<file path="config.mk">
export PLATFORM = sky130hd
export DESIGN_NAME = frame_stream_arbiter_flat
export DESIGN_NICKNAME = d
export VERILOG_FILES = /design/src/rtl/frame_stream_arbiter_pkg.sv /design/src/rtl/frame_stream_arbiter_if.sv /design/src/rtl/frame_stream_arbiter_rr_priority_picker.sv /design/src/rtl/frame_stream_arbiter.sv /design/src/flat_wrapper.sv
export SDC_FILE = /design/constraint.sdc
export NUM_CORES = 1
export LEC_CHECK = 0
export ABC_AREA = 0
export BUFFER_PORTS_ARGS = -buffer_cell sky130_fd_sc_hd__buf_2
export CELL_PAD_IN_SITES_DETAIL_PLACEMENT = 1
export CELL_PAD_IN_SITES_GLOBAL_PLACEMENT = 2
export CORE_MARGIN = 3
export CORE_UTILIZATION = 27
export CTS_CLUSTER_SIZE = 8
export DETAILED_ROUTE_END_ITERATION = 8
export PLACE_DENSITY_LB_ADDON = 0.15
export RECOVER_POWER = 100
export SLEW_MARGIN = 10
export SYNTH_ARGS = -nofsm -noshare
export SYNTH_HDL_FRONTEND = slang
export SYNTH_SLANG_ARGS = --single-unit
</file>
<file path="constraint.sdc">
create_clock -name CLK -period 5.35 [get_ports CLK]
set_input_delay 0.2675 -clock CLK [delete_from_list [all_inputs] [get_ports CLK]]
set_output_delay 0.2675 -clock CLK [all_outputs]
set_load 0.05 [all_outputs]
</file>
<file path="src/rtl/frame_stream_arbiter_pkg.sv">
// Shared constants and types for the framed-stream arbiter and the generators that feed it.
// Frame layout: header ID in the top byte, payload length in the low bits, footer ID in the low byte.
package frame_arb_pkg;
  localparam logic [7:0] HEADER_ID   = 8'hFF;
  localparam logic [7:0] FOOTER_ID   = 8'h0F;
  localparam int         ID_W        = 8;
  localparam int         HDR_LEN_LSB = 0;
  localparam int         FTR_ID_LSB  = 0;

  typedef enum logic [1:0] {
    IDLE,
    WAIT_HDR,
    PAYLOAD,
    TAIL
  } arb_state_t;
endpackage

</file>
<file path="src/rtl/frame_stream_arbiter_if.sv">
// Channel-side and downstream-side signals of the frame stream arbiter.
// Master drives channel requests/data and iREADY; slave is the arbiter.
interface frame_stream_arbiter_if #(
  parameter int N_CH       = 4,
  parameter int DATA_WIDTH = 64
);
  localparam int GW = $clog2(N_CH);

  logic [N_CH-1:0]            CH_REQ;
  logic [N_CH-1:0]            CH_VALID;
  logic [N_CH*DATA_WIDTH-1:0] CH_DATA;
  logic [N_CH-1:0]            CH_READY;
  logic                       iREADY;
  logic                       oVALID;
  logic                       oLAST;
  logic [DATA_WIDTH-1:0]      DOUT;
  logic [GW-1:0]              GRANT_CH;
  logic                       FRAME_ERR;

  modport master (
    output CH_REQ, CH_VALID, CH_DATA, iREADY,
    input  CH_READY, oVALID, oLAST, DOUT, GRANT_CH, FRAME_ERR
  );

  modport slave (
    input  CH_REQ, CH_VALID, CH_DATA, iREADY,
    output CH_READY, oVALID, oLAST, DOUT, GRANT_CH, FRAME_ERR
  );
endinterface

</file>
<file path="src/rtl/frame_stream_arbiter_rr_priority_picker.sv">
// Combinational round-robin pick: first set bit of req at or after ptr, wrapping.
// Returns the winning index and whether any request was present.
module rr_priority_picker #(
  parameter int N  = 4,
  parameter int GW = $clog2(N)
) (
  input  logic [N-1:0]  req,
  input  logic [GW-1:0] ptr,
  output logic [GW-1:0] idx,
  output logic          found
);
  logic [GW:0]   pos;
  logic [GW-1:0] rot;

  // Scan from the far end back toward ptr so the nearest requester is written last.
  always_comb begin
    idx   = '0;
    found = 1'b0;
    pos   = '0;
    rot   = '0;
    for (int i = N - 1; i >= 0; i--) begin
      pos = {1'b0, ptr} + (GW+1)'(i);
      if (pos >= (GW+1)'(N)) pos = pos - (GW+1)'(N);
      rot = pos[GW-1:0];
      if (req[rot]) begin
        idx   = rot;
        found = 1'b1;
      end
    end
  end
endmodule

</file>
<file path="src/rtl/frame_stream_arbiter.sv">
// Round-robin arbiter forwarding whole frames from N_CH channels onto one registered output,
// with header/footer/timeout/stray-word error detection. Define FRAME_ARB_STATS_EN for counters.
module frame_stream_arbiter
  import frame_arb_pkg::*;
#(
  parameter int N_CH          = 4,
  parameter int DATA_WIDTH    = 64,
  parameter int LEN_WIDTH     = 9,
  parameter int TIMEOUT_WIDTH = 8
) (
  input  logic CLK,
  input  logic RESET,
  frame_stream_arbiter_if.slave bus
`ifdef FRAME_ARB_STATS_EN
  ,
  output logic [15:0] ERR_COUNT,
  output logic [31:0] FRAME_COUNT
`endif
);
  localparam int GW = $clog2(N_CH);
  localparam logic [TIMEOUT_WIDTH-1:0] TMO_LAST = ~(TIMEOUT_WIDTH'(1));

  arb_state_t            state_q, state_d;
  logic [GW-1:0]         ptr_q, ptr_d, gnt_q, gnt_d;
  logic [N_CH-1:0]       ready_q, ready_d;
  logic [LEN_WIDTH:0]    len_q, len_d, cnt_q, cnt_d;
  logic [TIMEOUT_WIDTH-1:0] tmo_q, tmo_d;
  logic                  fwd_q, fwd_d;
  logic                  vld_q, vld_d, last_q, last_d, err_q, err_d;
  logic [DATA_WIDTH-1:0] dout_q, dout_d;

  logic [GW-1:0]         pick_idx;
  logic                  pick_found;
  logic [DATA_WIDTH-1:0] word;
  logic                  gvld, stray, fault;

  rr_priority_picker #(.N(N_CH), .GW(GW)) u_pick (
    .req  (bus.CH_REQ),
    .ptr  (ptr_q),
    .idx  (pick_idx),
    .found(pick_found)
  );

  // ready_q is one-hot on the granted channel while a frame is open, zero in IDLE,
  // so any valid outside it is a stray word.
  assign word  = bus.CH_DATA[int'(gnt_q)*DATA_WIDTH +: DATA_WIDTH];
  assign gvld  = |(bus.CH_VALID & ready_q);
  assign stray = |(bus.CH_VALID & ~ready_q);

  function automatic logic [GW-1:0] next_ch(input logic [GW-1:0] ch);
    return (ch == GW'(N_CH - 1)) ? '0 : ch + 1'b1;
  endfunction

  always_comb begin
    state_d = state_q;
    ptr_d   = ptr_q;
    gnt_d   = gnt_q;
    ready_d = ready_q;
    len_d   = len_q;
    cnt_d   = cnt_q;
    tmo_d   = tmo_q;
    fwd_d   = fwd_q;
    vld_d   = 1'b0;
    last_d  = 1'b0;
    dout_d  = dout_q;
    fault   = stray;
    case (state_q)
      IDLE: begin
        if (bus.iREADY && pick_found) begin
          gnt_d   = pick_idx;
          ready_d = '0;
          ready_d[pick_idx] = 1'b1;
          len_d   = '0;
          cnt_d   = '0;
          tmo_d   = '0;
          fwd_d   = 1'b0;
          state_d = WAIT_HDR;
        end
      end
      default: begin
        if (gvld) begin
          tmo_d = '0;
          if (state_q == WAIT_HDR) begin
            if (word[DATA_WIDTH-1 -: ID_W] == HEADER_ID) begin
              vld_d   = 1'b1;
              dout_d  = word;
              fwd_d   = 1'b1;
              len_d   = {1'b0, word[HDR_LEN_LSB +: LEN_WIDTH]};
              state_d = (word[HDR_LEN_LSB +: LEN_WIDTH] == '0) ? TAIL : PAYLOAD;
            end else begin
              fault = 1'b1;
            end
          end else if (state_q == PAYLOAD) begin
            vld_d  = 1'b1;
            dout_d = word;
            cnt_d  = cnt_q + 1'b1;
            if (cnt_q + 1'b1 == len_q) state_d = TAIL;
          end else begin
            vld_d   = 1'b1;
            last_d  = 1'b1;
            dout_d  = word;
            if (word[FTR_ID_LSB +: ID_W] != FOOTER_ID) fault = 1'b1;
            ready_d = '0;
            ptr_d   = next_ch(gnt_q);
            state_d = IDLE;
          end
        end else if (tmo_q == TMO_LAST) begin
          // Abort marker only when the downstream already saw part of this frame.
          fault   = 1'b1;
          last_d  = fwd_q;
          ready_d = '0;
          ptr_d   = next_ch(gnt_q);
          state_d = IDLE;
        end else begin
          tmo_d = tmo_q + 1'b1;
        end
      end
    endcase
    err_d = fault;
  end

  always_ff @(posedge CLK) begin
    if (RESET) begin
      state_q <= IDLE;
      ptr_q   <= '0;
      gnt_q   <= '0;
      ready_q <= '0;
      len_q   <= '0;
      cnt_q   <= '0;
      tmo_q   <= '0;
      fwd_q   <= 1'b0;
      vld_q   <= 1'b0;
      last_q  <= 1'b0;
      dout_q  <= '1;
      err_q   <= 1'b0;
    end else begin
      state_q <= state_d;
      ptr_q   <= ptr_d;
      gnt_q   <= gnt_d;
      ready_q <= ready_d;
      len_q   <= len_d;
      cnt_q   <= cnt_d;
      tmo_q   <= tmo_d;
      fwd_q   <= fwd_d;
      vld_q   <= vld_d;
      last_q  <= last_d;
      dout_q  <= dout_d;
      err_q   <= err_d;
    end
  end

  assign bus.CH_READY  = ready_q;
  assign bus.oVALID    = vld_q;
  assign bus.oLAST     = last_q;
  assign bus.DOUT      = dout_q;
  assign bus.GRANT_CH  = gnt_q;
  assign bus.FRAME_ERR = err_q;

`ifdef FRAME_ARB_STATS_EN
  logic [15:0] err_cnt_q, err_cnt_d;
  logic [31:0] frm_cnt_q, frm_cnt_d;

  always_comb begin
    err_cnt_d = err_cnt_q;
    frm_cnt_d = frm_cnt_q;
    if (err_d && (err_cnt_q != 16'hFFFF)) err_cnt_d = err_cnt_q + 1'b1;
    if ((state_q == TAIL) && gvld) frm_cnt_d = frm_cnt_q + 1'b1;
  end

  always_ff @(posedge CLK) begin
    if (RESET) begin
      err_cnt_q <= '0;
      frm_cnt_q <= '0;
    end else begin
      err_cnt_q <= err_cnt_d;
      frm_cnt_q <= frm_cnt_d;
    end
  end

  assign ERR_COUNT   = err_cnt_q;
  assign FRAME_COUNT = frm_cnt_q;
`endif
endmodule

</file>
<file path="src/flat_wrapper.sv">
// flat-port wrapper written by rule: the top's interface ports become plain ports
module frame_stream_arbiter_flat import frame_arb_pkg::*;
#(
  parameter int N_CH          = 4,
  parameter int DATA_WIDTH    = 64,
  parameter int LEN_WIDTH     = 9,
  parameter int TIMEOUT_WIDTH = 8
)
  (CLK, RESET, bus_CH_REQ, bus_CH_VALID, bus_CH_DATA, bus_iREADY, bus_CH_READY, bus_oVALID, bus_oLAST, bus_DOUT, bus_GRANT_CH, bus_FRAME_ERR);
  frame_stream_arbiter_if #(.N_CH(N_CH), .DATA_WIDTH(DATA_WIDTH)) bus_i ();
  input  logic CLK;
  input  logic RESET;
  input wire logic [$bits(bus_i.CH_REQ)-1:0] bus_CH_REQ;
  input wire logic [$bits(bus_i.CH_VALID)-1:0] bus_CH_VALID;
  input wire logic [$bits(bus_i.CH_DATA)-1:0] bus_CH_DATA;
  input wire logic [$bits(bus_i.iREADY)-1:0] bus_iREADY;
  output wire logic [$bits(bus_i.CH_READY)-1:0] bus_CH_READY;
  output wire logic [$bits(bus_i.oVALID)-1:0] bus_oVALID;
  output wire logic [$bits(bus_i.oLAST)-1:0] bus_oLAST;
  output wire logic [$bits(bus_i.DOUT)-1:0] bus_DOUT;
  output wire logic [$bits(bus_i.GRANT_CH)-1:0] bus_GRANT_CH;
  output wire logic [$bits(bus_i.FRAME_ERR)-1:0] bus_FRAME_ERR;
  assign bus_i.CH_REQ = bus_CH_REQ;
  assign bus_i.CH_VALID = bus_CH_VALID;
  assign bus_i.CH_DATA = bus_CH_DATA;
  assign bus_i.iREADY = bus_iREADY;
  assign bus_CH_READY = bus_i.CH_READY;
  assign bus_oVALID = bus_i.oVALID;
  assign bus_oLAST = bus_i.oLAST;
  assign bus_DOUT = bus_i.DOUT;
  assign bus_GRANT_CH = bus_i.GRANT_CH;
  assign bus_FRAME_ERR = bus_i.FRAME_ERR;
  frame_stream_arbiter #(.N_CH(N_CH), .DATA_WIDTH(DATA_WIDTH), .LEN_WIDTH(LEN_WIDTH), .TIMEOUT_WIDTH(TIMEOUT_WIDTH)) u_core (.CLK(CLK), .RESET(RESET), .bus(bus_i));
endmodule
</file>
# --- Yosys cells after proc, flatten, opt, wreduce, memory -nomap -nowiden ---
# Cells that the tools add are included.
# W data, S select, Z words.
op_classes:
  add_sub_neg: 10
  mul: 0
  div: 0
  n_lt_le_gt_ge: 10
  eq_ne: 17
  shift: 1
  mux: 75
  n_bitwise: 5
  n_reduce_logical: 22
ops:
  columns: ["cell", "n"]
  rows:
  - ["$shiftx A256 B9 Y64", 1]
  - ["$mux W64", 2]
  - ["$mux W10", 9]
  - ["$mux W2", 21]
  - ["$mux W8", 4]
  - ["$mux W1", 28]
  - ["$mux W4", 6]
  - ["$reduce_and A4 Y1", 5]
  - ["$eq A8 B8 Y1 const B", 2]
  - ["$lt A2 B3 Y1 const B", 5]
  - ["$add A10 B1 Y10 const B", 1]
  - ["$eq A10 B10 Y1", 1]
  - ["$reduce_bool A2 Y1", 5]
  - ["$ge A3 B3 Y1 const B", 3]
  - ["$logic_not A9 Y1", 1]
  - ["$add A8 B1 Y8 const B", 1]
  - ["$and A4 B4 Y4", 2]
  - ["$bmux W1 S2", 4]
  - ["$ne A2 B2 Y1 const B", 4]
  - ["$ne A8 B4 Y1 const B", 1]
  - ["$reduce_or A4 Y1", 2]
  - ["$sub A2 B1 Y2 const B", 4]
  - ["$add A2 B2 Y3 const B", 2]
  - ["$ne A3 B3 Y1 const B", 2]
  - ["20 further kinds", 24]
word_totals:
  ff_bits: 106
  latchBits: 0
  ram_bits: 0
  mem_bits_ro: 0
  input_bits: 267
  out_inout_bits: 73
  word_cells: 152
  n_memories: 0

# --- Depth between registers and ports, before layout ---
# Gate-level depths: netlist (run 1).
depth:
  ltp_word: 15
  ltp_mapped: 10
  ltp_nobuf: 9

# --- By module ---
# A second synthesis (run 1) with hierarchy kept.
hier_totals:
  hier_cells: 650
  area_unflattened_um2: 6187.2
modules_own_cells:
  columns: ["module", "instances", "cells_each", "area_each_um2"]
  rows:
  - ["frame_stream_arbiter", 1, 637, 6109.6]
  - ["rr_priority_picker", 1, 13, 77.6]

# --- Worst setup path before layout (run 1) ---
# No wires, ideal clock.
synth_path:
  path_type: "reg-to-reg"
  startpoint: "reg u_core.gnt_q[0] (netlist: u_core.bus.GRANT_CH[0])"
  endpoint: "reg u_core.state_q[0]"
  setup_time_ns: 0.073
  arrival_ns: 2.611
  slack_ns: 2.666
  stages_incl_launch_ff: 8
  path_buffers: 1
  period_less_slack_ns: 2.684
  cell_sequence: "dfxtp_1 > buf_6 > mux4_2 > or4_1 > or4_1 > o21ai_1 > nor3_1 > nor3_2"
synth_between:
  elab_chain_len: 7
  word_cells_on_any_way: 10
synth_rtl:
  columns: ["item", "line", "source"]
  rows:
  - ["start: declaration", "frame_stream_arbiter.sv:24", "logic [GW-1:0] ptr_q, ptr_d, gnt_q, gnt_d;"]
  - ["start signal: assignment", "frame_stream_arbiter.sv:139", "gnt_q <= gnt_d;"]
  - ["$shiftx A256 B9 Y64 *", "frame_stream_arbiter.sv:46", "assign word = bus.CH_DATA[int'(gnt_q)*DATA_WIDTH +: DATA_WIDTH];"]
  - ["$logic_not A9 Y1", "frame_stream_arbiter.sv:89", "state_d = (word[HDR_LEN_LSB +: LEN_WIDTH] == '0) ? TAIL : PAYLOAD;"]
  - ["$mux W1", "frame_stream_arbiter.sv:89", null]
  - ["$mux W2", "frame_stream_arbiter.sv:84", "if (word[DATA_WIDTH-1 -: ID_W] == HEADER_ID) begin"]
  - ["$mux W2", "frame_stream_arbiter.sv:83", "if (state_q == WAIT_HDR) begin"]
  - ["$mux W2", "frame_stream_arbiter.sv:81", "if (gvld) begin"]
  - ["$mux W2", "frame_stream_arbiter.sv:67", "case (state_q)"]
  - ["end signal: assignment", "frame_stream_arbiter.sv:137", "state_q <= state_d;"]
  - ["end: declaration", "frame_stream_arbiter.sv:23", "arb_state_t state_q, state_d;"]
# Every way passes the cells marked *; elsewhere a longest branch is shown, timed or not. The select of a mux whose other input is x is not followed.
# A chain may end at the register's enable or synchronous reset.

# --- Worst setup path in the final report (run 1) ---
layout_path:
  startpoint: "reg u_core.gnt_q[1] (netlist: u_core.bus.GRANT_CH[1])"
  endpoint: "reg u_core.dout_q[40] (netlist: u_core.bus.DOUT[40])"
layout_between:
  elab_chain_len: 4
  word_cells_on_any_way: 6
layout_rtl:
  columns: ["item", "line", "source"]
  rows:
  - ["$shiftx A256 B9 Y64 *", "frame_stream_arbiter.sv:46", null]
  - ["$eq A8 B8 Y1", "frame_stream_arbiter.sv:84", null]
  - ["$ne A2 B2 Y1 (no line)", null, null]
  - ["$reduce_and A3 Y1 (no line)", null, null]
  - ["end signal: assignment", "frame_stream_arbiter.sv:147", "dout_q <= dout_d;"]
  - ["end: declaration", "frame_stream_arbiter.sv:30", "logic [DATA_WIDTH-1:0] dout_q, dout_d;"]
# Marked as above.

==> summary.log, run 1 <==
qor: outcome.status finished with violations
qor: outcome.violations max-capacitance violations, max-slew violations
qor: sta.worst_margin_pin_slew 1.903 ns
qor: cts.post_cts.resized_instances 0
qor: die.die_y 157.3 µm
qor: yosys.synth.cell_area 6182 µm²
qor: die.design.die.area 24750 µm²
qor: finish.postLayoutCellArea 8285 µm²
qor: sta.timing.fmax 252.9 MHz
qor: place.finalWeightedCongestion 0.8236
qor: global_route.grt_max_degree 66
qor: cts.clock_path_buffers 2
qor: die.die_width 157.3 µm
qor: sta.layout_min_cycle_time 3.954 ns
qor: cts.htreeDepth 3
qor: yosys.ys_ff_latch 105
qor: die.core-area 22160 µm²
qor: cts.cts.reportedPaths.clkPinSlew 0.08 ns
qor: routing.firstDrtPassIters 4
qor: worst_setup_path.crit_path_top_delay_cell sky130_fd_sc_hd__and2_1
qor: sta.hold_viol 0
qor: finish.areaGrowthSynthToFinish 34.02%
qor: yosys.sequential_to_total_area_share_from_yosys_stat 34.00%
qor: yosys.yosys_warnings 0
qor: min_path.worst_hold_path_type primary input to register
qor: place.dp_cells 1240
qor: worst_setup_path.critical_path_required 5.65 ns
qor: sta.setup_tns 0 ns
qor: job.drv_cap 1
qor: die.placementRows 54
qor: yosys.synth_area_leader_cell sky130_fd_sc_hd__dfxtp_1
qor: routing.detail-route-antenna-nets 0
qor: place.dp.final_hpwl 19880 µm
qor: yosys.post-synth-top-count-cell sky130_fd_sc_hd__nand2_1
qor: yosys.syn_nets 936
qor: sta.setup_repair_after_global_routing_missed_its_margin false
qor: yosys.synth_enable_flop_cells 0
qor: die.initial_core_util 27.90%
qor: die.pin_count 340
qor: place.placement.io_buffers 339
qor: worst_setup_path.setup.worst_path.class register to register
qor: global_route.global_route.usage.total 19.91%
qor: yosys.synthTopCellsByCount sky130_fd_sc_hd__nand2_1 (158), sky130_fd_sc_hd__dfxtp_1 (105), sky130_fd_sc_hd__nand3b_1 (64)
qor: finish.final_cell_count_no_fill 1258
qor: global_route.grt_overflow_total 0
qor: global_route.wire_length_of_the_first_global_routing_pass 37970 µm
qor: yosys.ys_dominant_reg_cell sky130_fd_sc_hd__dfxtp_1
qor: yosys.synthesis.area_per_instance 9.353 µm²
qor: routing.route.detailed.drc 0
qor: power_and_ir_drop.power_leakage 3.523 nW
qor: yosys.yosysUniqueCellTypes 48
qor: worst_setup_path.max_stage_delay 1.47 ns
qor: worst_setup_path.timing.critical_path.arrival 4.25 ns
qor: worst_setup_path.crit_path_cell_trace mux4_2, nand4_1, o21ai_1, and2_1, buf_4, nand2_1, nand3b_1
qor: power_and_ir_drop.worst_ir_drop_vdd 202.4 µV
qor: sta.fin_skew 0.009083 ns
qor: worst_setup_path.setup.worst_path.start_class register
qor: worst_setup_path.setup.worst_path.end_class register
qor: yosys.synth_top_cells_by_area sky130_fd_sc_hd__dfxtp_1 (34%), sky130_fd_sc_hd__mux4_2 (23%), sky130_fd_sc_hd__nand2_1 (9.6%)
qor: sta.setup-violations-final 0
qor: cts.cts-root-buf sky130_fd_sc_hd__clkbuf_16
qor: routing.mean_routed_wirelength_per_cell 19.67 µm
qor: finish.postLayoutCoreUtil 37.39%
qor: finish.nets 1246
qor: cts.cts_tree yes
qor: worst_setup_path.cp_num_buf_inv 1
qor: cts.post-cts-setup-buffers 0
qor: sta.drv_slew 51
qor: yosys.netlist_instances 661
qor: sta.setup_slack 1.396 ns
qor: global_route.vias_in_the_first_global_route 6838
qor: routing.routed_wl 24740 µm
qor: sta.worst_slew_margin_rel -26.89%
qor: power_and_ir_drop.power_per_cell_area 231.6 nW/µm²
qor: cts.ctsHoldBuffers 0
qor: cts.clock_latency 0.35 ns
qor: yosys.async_reset_ff_share 0%
qor: routing.dr_total_vias 6248
qor: cts.sinks_on_the_clock_net 105
qor: sta.min_period_over_period 73.90%
qor: yosys.synth_top_cell_area_share 34.00%
qor: routing.drt-initial-drc-count 200
qor: worst_setup_path.path_max_fanout 50
qor: routing.route.detailed.vias_per_inst 4.967
qor: worst_setup_path.timing.critical_path.max_delay_family simple AND/OR/NAND/NOR gates
qor: place.placed_area 8097 µm²
qor: global_route.grt_antenna_before_repair 2
qor: cts.cts_made_buffers 9
qor: place.preCtsSetupSlack 2.116 ns
qor: finish.drive_gt1_share 36.48%
worst paths after layout:
path	depth (start not counted)	to	start	slack, ns
worst min-delay path	3	u_core.bus.FRAME_ERR$_SDFF_PP0_	bus_CH_VALID[0]	0.21
worst max-delay path	7	u_core.bus.DOUT[40]$_SDFFE_PP1P_	u_core.bus.GRANT_CH[1]$_SDFFE_PP0P_	1.40
worst min register to register	2	u_core.fwd_q$_SDFFE_PP0P_	u_core.fwd_q$_SDFFE_PP0P_	0.47
worst max register to register	7	u_core.bus.DOUT[40]$_SDFFE_PP1P_	u_core.bus.GRANT_CH[1]$_SDFFE_PP0P_	1.40
layout by cell type, fill, tap and decap left out, types with 6 or more instances in the layout:
cell type                   synthesis  layout
sky130_fd_sc_hd__clkbuf_16          0       9
sky130_fd_sc_hd__dfxtp_1          105     104
sky130_fd_sc_hd__nand3b_1          64      64
sky130_fd_sc_hd__or4_1              6       6
sky130_fd_sc_hd__a21oi_1           38      38
sky130_fd_sc_hd__and3_1             6       6
sky130_fd_sc_hd__mux4_2            63      63
sky130_fd_sc_hd__clkbuf_1          33      73
sky130_fd_sc_hd__xnor2_1            6       6
sky130_fd_sc_hd__xor2_1             9       9
sky130_fd_sc_hd__nand3_1           17      17
sky130_fd_sc_hd__buf_2             10     268
sky130_fd_sc_hd__ha_1               8       8
sky130_fd_sc_hd__nand4_1           10      10
sky130_fd_sc_hd__inv_1             11      11
sky130_fd_sc_hd__nor3_1             7       7
sky130_fd_sc_hd__nand2_1          158     157
sky130_fd_sc_hd__o21ai_0           11      13
sky130_fd_sc_hd__nor2_1            36      36
sequential cells by signal (all words and copies together), names as in the netlist, 2 cells and up:
signal and flops:
u_core.bus.DOUT 64, u_core.ptr_q 2, u_core.cnt_q 10, u_core.state_q 2, u_core.bus.GRANT_CH 2, u_core.len_q 9
u_core.bus.CH_READY 4, u_core.tmo_q 8
cell type report:
type | count | area (µm²)
diodes | 2 | 5.005
clock buffers | 9 | 225.2
clock inverters | 7 | 62.56
fillers | 2714 | 13880
inverters | 11 | 41.29
multi-input cells | 498 | 3845
flip-flops and latches | 105 | 2106
well taps | 280 | 350.3
repair buffers | 346 | 1650
metrics by stage:
step	hold slack (ns)	total power [mW]
global route	0.2477	2.024
floorplan	0.4365	1.104
detailed placement	0.4514	1.283
global placement	0.4434	1.279
finish	0.2142	1.919
CTS	0.2046	1.959
metal layers:
layer  up-vias  wire (µm)  global-route usage, %
met2       159      13290                  36.94
met1      3048       9698                  23.02
met3        29       1201                  4.179
met4         2        541                  5.785
li1       3010          -                      -
met5         -          7                      0
worst register-to-register path: stages, from the launching register on:
cell and delay (ns):
sky130_fd_sc_hd__dfxtp_1 0.85, sky130_fd_sc_hd__mux4_2 0.38, sky130_fd_sc_hd__nand4_1 0.18, sky130_fd_sc_hd__o21ai_1 0.39, sky130_fd_sc_hd__and2_1 1.47, sky130_fd_sc_hd__buf_4 0.45, sky130_fd_sc_hd__nand2_1 0.08, sky130_fd_sc_hd__nand3b_1 0.09
cell families after synthesis:
kind of cell,after synthesis,synth area share [%]
AND/OR/NAND/NOR,332,27.14
buffers and inverters,58,3.845
flip-flops,105,34.00
multiplexers,69,24.19
AO/OA/AOI/OAI,73,6.699
adder cells (fa/ha/maj),8,1.619
XOR/XNOR,16,2.510
where the power goes:
group / switching, mW / total [mW] / internal [mW]
sequential: 0.0221 / 0.825 / 0.803
clock: 0.341 / 0.668 / 0.327
combinational: 0.235 / 0.426 / 0.191
total: 0.598 / 1.92 / 1.32
Note: power is estimated with default switching activity, not from simulation.
==> run 2, diff against run 1 <==
- CORE_UTILIZATION: 27 -> 22
- clock period: 5.35 -> 3.3 ns (I/O delays scaled with it)
==> run 2 against run 1 <==
Net effect:
- the flow now finishes without violations
- critical path depth fell by 1
- clock skew increased by 0.0075 ns
- die area is 22% higher
- clock-buffer cell count grew 3
- clock power increased by 78%
- sequential power increased by 62%
- flip-flop and latch count unchanged
- critical path type unchanged
==> summary.log, run 2 (same netlist as run 1, synthesis figures left out) <==
qor: finish.largest_register_ff_count 64 [unchanged]
qor: cts.cts-root-buf sky130_fd_sc_hd__clkbuf_16 [unchanged]
qor: routing.route.detailed.vias_per_inst 4.572 [was 4.967]
qor: routing.route.detailed.drc 0 [unchanged]
qor: cts.htreeDepth 3 [unchanged]
qor: sta.hold_viol 0 [unchanged]
qor: outcome.status complete, no violations [was finished with violations]
qor: power_and_ir_drop.power_per_cell_area 379.0 nW/µm² [was 231.6 nW/µm²]
qor: cts.cts_tree yes [unchanged]
qor: routing.routed_wl 27390 µm [was 24740 µm]
qor: die.design.die.area 30150 µm² [was 24750 µm²]
qor: worst_setup_path.setup.worst_path.class register to register [unchanged]
qor: sta.drv_slew 0 [was 51]
qor: routing.firstDrtPassIters 5 [was 4]
qor: worst_setup_path.path_common_cell sky130_fd_sc_hd__or4_1
qor: finish.areaGrowthSynthToFinish 37.79% [was 34.02%]
qor: sta.setup_tns 0 ns [unchanged]
qor: global_route.global_route.usage.total 17.86% [was 19.91%]
qor: sta.worst_slew_margin_rel 15.22% [was -26.89%]
qor: routing.mean_routed_wirelength_per_cell 20.09 µm [was 19.67 µm]
qor: worst_setup_path.slack_of_the_worst_reg_to_reg_path 0.50 ns [was 1.40 ns]
qor: finish.nets 1253 [was 1246]
qor: worst_setup_path.cp_num_buf_inv 0 [was 1]
qor: cts.post-cts-setup-buffers 0 [unchanged]
qor: sta.min_period_over_period 84.80% [was 73.90%]
qor: worst_setup_path.setup.worst_path.end_class register [unchanged]
qor: global_route.grt_overflow_total 0 [unchanged]
qor: routing.dr_total_vias 6231 [was 6248]
qor: die.pin_count 340 [unchanged]
qor: sta.timing.fmax 357.3 MHz [was 252.9 MHz]
qor: finish.final_cell_mix sky130_fd_sc_hd__buf_2 (268), sky130_fd_sc_hd__nand2_1 (157), sky130_fd_sc_hd__dfxtp_1 (103) [was sky130_fd_sc_hd__buf_2 (268), sky130_fd_sc_hd__nand2_1 (157), sky130_fd_sc_hd__dfxtp_1 (104)]
qor: worst_setup_path.path_max_fanout 20 [was 50]
qor: die.placementRows 60 [was 54]
qor: worst_setup_path.setup.worst_path.start_class register [unchanged]
qor: worst_setup_path.timing.critical_path.arrival 3.08 ns [was 4.25 ns]
qor: place.finalWeightedCongestion 0.7643 [was 0.8236]
qor: place.placement.io_buffers 339 [unchanged]
qor: sta.worst_margin_pin_slew 1.272 ns [was 1.903 ns]
qor: power_and_ir_drop.report.power.total 3.229 mW [was 1.919 mW]
qor: routing.drt-initial-drc-count 167 [was 200]
qor: die.initial_core_util 22.69% [was 27.90%]
qor: global_route.wire_length_of_the_first_global_routing_pass 40880 µm [was 37970 µm]
qor: die.core-area 27250 µm² [was 22160 µm²]
qor: worst_setup_path.critical_path_required 3.58 ns [was 5.65 ns]
qor: cts.sinks_on_the_clock_net 105 [unchanged]
qor: worst_setup_path.crit_path_top_delay_cell sky130_fd_sc_hd__dfxtp_2 [was sky130_fd_sc_hd__and2_1]
qor: place.dp.final_hpwl 22330 µm [was 19880 µm]
qor: cts.cts.reportedPaths.clkPinSlew 0.07 ns [was 0.08 ns]
qor: finish.mostFrequentLayoutCell sky130_fd_sc_hd__buf_2 [unchanged]
qor: worst_setup_path.max_stage_delay 0.76 ns [was 1.47 ns]
qor: place.placed_area 8277 µm² [was 8097 µm²]
qor: sta.setup_repair_after_global_routing_missed_its_margin false [unchanged]
qor: power_and_ir_drop.power_leakage 3.581 nW [was 3.523 nW]
qor: sta.layout_min_cycle_time 2.798 ns [was 3.954 ns]
qor: global_route.grt_antenna_before_repair 20 [was 2]
qor: sta.setup-violations-final 0 [unchanged]
qor: min_path.worst_hold_path_type primary input to register [unchanged]
qor: global_route.vias_in_the_first_global_route 6670 [was 6838]
qor: cts.cts_made_buffers 9 [unchanged]
qor: routing.detail-route-antenna-nets 0 [unchanged]
qor: die.die_y 173.6 µm [was 157.3 µm]
qor: sta.fin_skew 0.01661 ns [was 0.009083 ns]
qor: job.drv_cap 0 [was 1]
qor: die.die_width 173.6 µm [was 157.3 µm]
qor: cts.clock_latency 0.35 ns [about the same]
qor: worst_setup_path.timing.critical_path.max_delay_family simple AND/OR/NAND/NOR gates [unchanged]
qor: worst_setup_path.crit_path_cell_trace mux4_1, or4_1, or4_1, o21ai_0, nor3_1, nor3_2 [was mux4_2, nand4_1, o21ai_1, and2_1, buf_4, nand2_1, nand3b_1]
qor: cts.ctsHoldBuffers 0 [unchanged]
qor: cts.post_cts.resized_instances 0 [unchanged]
qor: cts.clock_path_buffers 2 [unchanged]
qor: finish.drive_gt1_share 36.93% [was 36.48%]
qor: finish.postLayoutCellArea 8518 µm² [was 8285 µm²]
qor: power_and_ir_drop.worst_ir_drop_vdd 231.4 µV [was 202.4 µV]
qor: global_route.grt_max_degree 66 [unchanged]
run 2: cell type report:
cell class                      instances  area (µm²)
Tap cell                              372       465.4
Timing Repair Buffer                  353        1718
Sequential cell                       105        2107
Inverter                               11       41.29
Antenna cell                            8       20.02
Clock buffer                           12       246.5
Clock inverter                          4       73.82
Fill cell                            3354       18730
Multi-Input combinational cell        498        3846
run 2: final timing paths:
| path | from | end | cells past startpoint |
|---|---|---|---|
| max | u_core.bus.GRANT_CH[0]$_SDFFE_PP0P_ | u_core.state_q[0]$_SDFFE_PP0P_ | 6 |
| min | bus_CH_VALID[0] | u_core.bus.FRAME_ERR$_SDFF_PP0_ | 3 |
| min reg2reg | u_core.bus.DOUT[42]$_SDFFE_PP1P_ | u_core.bus.DOUT[42]$_SDFFE_PP1P_ | 2 |
| max reg2reg | u_core.bus.GRANT_CH[0]$_SDFFE_PP0P_ | u_core.state_q[0]$_SDFFE_PP0P_ | 6 |
run 2: metal layers:
metal	vias up	share of wire, %	track usage, %
li1	3035	-	-
met4	24	1.4	4.558
met3	40	6.6	6.307
met1	2969	37	18.50
met5	-	0.48	0
met2	163	55	34.08
run 2: worst register-to-register path, stage by stage, from the launching register on:
cell	delay [ns]
sky130_fd_sc_hd__dfxtp_2	0.76
sky130_fd_sc_hd__mux4_1	0.71
sky130_fd_sc_hd__or4_1	0.53
sky130_fd_sc_hd__or4_1	0.40
sky130_fd_sc_hd__o21ai_0	0.17
sky130_fd_sc_hd__nor3_1	0.08
sky130_fd_sc_hd__nor3_2	0.10
run 2: report_power, final:
part | total, mW | internal [mW] | switching, mW
logic | 0.699 | 0.315 | 0.384
clock network | 1.19 | 0.690 | 0.505
registers | 1.34 | 1.30 | 0.0334
run 2: through the flow:
step / setup slack, ns / util [%] / hold WS (ns) / std cells
finish: 0.5015 / 31.26 / 0.1171 / 1363
global route: 0.2595 / 31.24 / 0.1409 / 1361
CTS: 0.7108 / 31.55 / 0.1020 / 1355
detailed placement: 0.7323 / 30.37 / 0.4478 / 1339
global placement: 0.7526 / 30.37 / 0.4436 / 1339
floorplan: 0.6159 / - / 0.3492 / 661
==> run 3, diff against run 2 <==
- CORE_UTILIZATION: 22 -> 25
- clock period: 3.3 -> 2.8 ns (I/O delays scaled with it)
==> run 3 against run 2 <==
Net effect:
- die area fell by 12%
- sequential share of layout area increased by 0.33 points
- clock skew shrank 0.0065 ns
- register-to-register slack got worse by 0.24 ns
- via count rose by 0.30%
- core utilization grew 4.0 points
- total power up 13%
- largest power group unchanged
- highest routed layer is now met4
==> summary.log, run 3 (same netlist as run 1, synthesis figures left out) <==
qor: routing.firstDrtPassIters 4 [was 5]
qor: place.preCtsSetupSlack 0.2895 ns [was 0.7323 ns]
qor: sta.worst_margin_pin_slew 0.7617 ns [was 1.272 ns]
qor: die.pin_count 340 [unchanged]
qor: worst_setup_path.crit_path_cell_trace buf_4, mux4_2, or4_1, o21ai_0, nand3_1, nand2_1, a31oi_1 [was mux4_1, or4_1, or4_1, o21ai_0, nor3_1, nor3_2]
qor: place.dp.final_hpwl 20270 µm [was 22330 µm]
qor: sta.fin_skew 0.01009 ns [was 0.01661 ns]
qor: global_route.grt_max_degree 66 [unchanged]
qor: worst_setup_path.path_max_fanout 10 [was 20]
qor: cts.clock_latency 0.36 ns [was 0.35 ns]
qor: cts.clock_path_buffers 2 [unchanged]
qor: worst_setup_path.r2r_start u_core.bus.GRANT_CH[0]$_SDFFE_PP0P_ [unchanged]
qor: cts.sinks_on_the_clock_net 105 [unchanged]
qor: finish.drive_gt1_share 36.93% [unchanged]
qor: cts.cts-root-buf sky130_fd_sc_hd__clkbuf_16 [unchanged]
qor: worst_setup_path.max_stage_delay 0.60 ns [was 0.76 ns]
qor: global_route.grt_antenna_before_repair 1 [was 20]
qor: sta.min_period_over_period 90.53% [was 84.80%]
qor: routing.met2WireLength 13620 µm [was 15030 µm]
qor: global_route.global_route.usage.total 18.79% [was 17.86%]
qor: routing.routed-wl-met3 1239 µm [was 1816 µm]
qor: cts.cts.reportedPaths.clkPinSlew 0.07 ns [about the same]
qor: cts.ctsHoldBuffers 0 [unchanged]
qor: worst_setup_path.critical_path_required 3.04 ns [was 3.58 ns]
qor: die.design.die.area 26650 µm² [was 30150 µm²]
qor: power_and_ir_drop.worst_ir_drop_vdd 265.3 µV [was 231.4 µV]
qor: place.placement.io_buffers 339 [unchanged]
qor: worst_setup_path.setup.worst_path.class register to register [unchanged]
qor: power_and_ir_drop.comb_power_share 23.0% [was 21.7%]
qor: power_and_ir_drop.netSwitchingFraction 30.63% [was 28.58%]
qor: global_route.grt_overflow_total 0 [unchanged]
qor: power_and_ir_drop.power.share.sequential 43.0% [was 41.4%]
qor: global_route.wire_length_of_the_first_global_routing_pass 38640 µm [was 40880 µm]
qor: sta.setup-violations-final 0 [unchanged]
qor: power_and_ir_drop.p_int 2.523 mW [was 2.306 mW]
qor: die.initial_core_util 25.87% [was 22.69%]
qor: global_route.vias_in_the_first_global_route 6908 [was 6670]
qor: power_and_ir_drop.netSwitchingPower 1.114 mW [was 0.9227 mW]
qor: sta.setup_repair_after_global_routing_missed_its_margin false [unchanged]
qor: sta.hold_viol 0 [unchanged]
qor: routing.maxUsedRoutingLayer met4 [was met5]
qor: sta.timing.fmax 394.5 MHz [was 357.3 MHz]
qor: worst_setup_path.r2r_cells 7 [was 6]
qor: die.core-area 23890 µm² [was 27250 µm²]
qor: finish.largest_register_ff_count 64 [unchanged]
qor: finish.mostFrequentLayoutCell sky130_fd_sc_hd__buf_2 [unchanged]
qor: worst_setup_path.crit_path_top_delay_cell sky130_fd_sc_hd__or4_1 [was sky130_fd_sc_hd__dfxtp_2]
qor: power_and_ir_drop.power.clock.fraction 34.0% [was 37.0%]
qor: cts.cts_tree yes [unchanged]
qor: worst_setup_path.timing.critical_path.arrival 2.78 ns [was 3.08 ns]
qor: routing.route.detailed.vias_per_inst 4.797 [was 4.572]
qor: sta.layout_min_cycle_time 2.535 ns [was 2.798 ns]
qor: cts.post-cts-setup-buffers 0 [unchanged]
qor: worst_setup_path.timing.critical_path.to u_core.bus.FRAME_ERR$_SDFF_PP0_ [was u_core.state_q[0]$_SDFFE_PP0P_]
qor: worst_setup_path.regToRegEndpoint u_core.bus.FRAME_ERR$_SDFF_PP0_ [was u_core.state_q[0]$_SDFFE_PP0P_]
qor: finish.final_cell_mix sky130_fd_sc_hd__buf_2 (266), sky130_fd_sc_hd__nand2_1 (157), sky130_fd_sc_hd__dfxtp_1 (103) [was sky130_fd_sc_hd__buf_2 (268), sky130_fd_sc_hd__nand2_1 (157), sky130_fd_sc_hd__dfxtp_1 (103)]
qor: worst_setup_path.setup.worst_path.start_class register [unchanged]
qor: routing.mean_routed_wirelength_per_cell 19.10 µm [was 20.09 µm]
qor: sta.worst_slew_margin_rel 49.44% [was 15.22%]
qor: routing.wl_met1 9524 µm [was 10020 µm]
qor: place.finalWeightedCongestion 0.8176 [was 0.7643]
qor: sta.drv_slew 0 [unchanged]
qor: die.placementRows 56 [was 60]
qor: routing.dr_total_vias 6250 [was 6231]
qor: min_path.worst_hold_path_type primary input to register [unchanged]
qor: worst_setup_path.setup.worst_path.end_class register [unchanged]
qor: job.drv_cap 0 [unchanged]
qor: routing.drt-initial-drc-count 228 [was 167]
qor: finish.areaGrowthSynthToFinish 36.13% [was 37.79%]
qor: cts.cts_made_buffers 9 [unchanged]
qor: die.die_width 163.3 µm [was 173.6 µm]
qor: worst_setup_path.worst_setup_path_startpoint u_core.bus.GRANT_CH[0]$_SDFFE_PP0P_ [unchanged]
qor: routing.route.detailed.drc 0 [unchanged]
qor: sta.setup_tns 0 ns [unchanged]
qor: routing.routed_wl 24890 µm [was 27390 µm]
qor: power_and_ir_drop.power_leakage 3.570 nW [was 3.581 nW]
qor: sta.setup_slack 0.2651 ns [was 0.5015 ns]
qor: cts.post_cts.resized_instances 0 [unchanged]
qor: outcome.status complete, no violations [unchanged]
qor: power_and_ir_drop.power_per_cell_area 432.2 nW/µm² [was 379.0 nW/µm²]
qor: worst_setup_path.slack_of_the_worst_reg_to_reg_path 0.27 ns [was 0.50 ns]
qor: cts.htreeDepth 3 [unchanged]
qor: routing.detail-route-antenna-nets 0 [unchanged]
qor: finish.nets 1253 [unchanged]
qor: die.die_y 163.3 µm [was 173.6 µm]
run 3: cell count changes in the layout (fill, tap and decap cells not counted), moves of 2 or more:
| cell | delta |
|---|---|
| sky130_fd_sc_hd__diode_2 | -7 |
| sky130_fd_sc_hd__buf_2 | -2 |
| sky130_fd_sc_hd__bufinv_16 | -2 |
| sky130_fd_sc_hd__buf_4 | -2 |
| sky130_fd_sc_hd__buf_12 | +2 |
| sky130_fd_sc_hd__inv_6 | +3 |
run 3: final cells by class:
class | instances | area (µm²)
inverters | 11 | 41.29
diodes | 1 | 2.502
well taps | 319 | 399.1
clock buffers | 10 | 229.0
flip-flops and latches | 105 | 2110
clock inverters | 6 | 46.29
repair buffers | 353 | 1742
multi-input cells | 498 | 3846
fillers | 2913 | 15480
run 3: worst min path at each step:
stage,start,end,slack (ns),cells past startpoint
detailed placement,u_core.bus.DOUT[9]$_SDFFE_PP1P_,u_core.bus.DOUT[9]$_SDFFE_PP1P_,0.45,2
finish,bus_CH_VALID[0],u_core.bus.FRAME_ERR$_SDFF_PP0_,0.08,3
CTS,bus_CH_VALID[0],u_core.bus.FRAME_ERR$_SDFF_PP0_,0.07,3
global route,bus_CH_VALID[0],u_core.bus.FRAME_ERR$_SDFF_PP0_,0.07,3
floorplan,bus_CH_VALID[0],u_core.bus.FRAME_ERR$_SDFF_PP0_,0.32,2
global placement,u_core.bus.DOUT[20]$_SDFFE_PP1P_,u_core.bus.DOUT[20]$_SDFFE_PP1P_,0.44,2
run 3: worst max-delay path: cells and delay by family, from the launching register on:
family / cells / cell delay, ns
and+or+nand+nor: 3 / 0.84
muxes: 1 / 0.57
DFF: 1 / 0.45
AOI/OAI and AO/OA: 2 / 0.36
buffers and inverters: 1 / 0.21
run 3: through the flow:
| step | power [mW] | cell area, µm² | utilization, % | hold WS [ns] | cells |
|---|---|---|---|---|---|
| after floorplan | 2.110 | 6182 | - | 0.3242 | 661 |
| after global placement | 2.462 | 8235 | 34.47 | 0.4440 | 1286 |
| after detailed placement | 2.465 | 8235 | 34.47 | 0.4462 | 1286 |
| after CTS | 3.725 | 8511 | 35.62 | 0.06971 | 1302 |
| after global routing | 3.844 | 8416 | 35.22 | 0.07386 | 1303 |
| final | 3.637 | 8416 | 35.22 | 0.08408 | 1303 |
run 3: metal layers:
metal  track usage (%)  vias to the layer above
met1             21.13                     3047
met3             4.286                       25
met2             35.47                      164
met5                 0                        -
met4             5.037                        0
li1                  -                     3014
run 3: power groups by stage:
stage	clock (mW)	combinational (mW)	sequential [mW]
floorplan	0	0.388	1.72
global placement	0	0.863	1.60
detailed placement	0	0.866	1.60
CTS	1.29	0.867	1.56
global route	1.35	0.919	1.57
finish	1.24	0.835	1.56
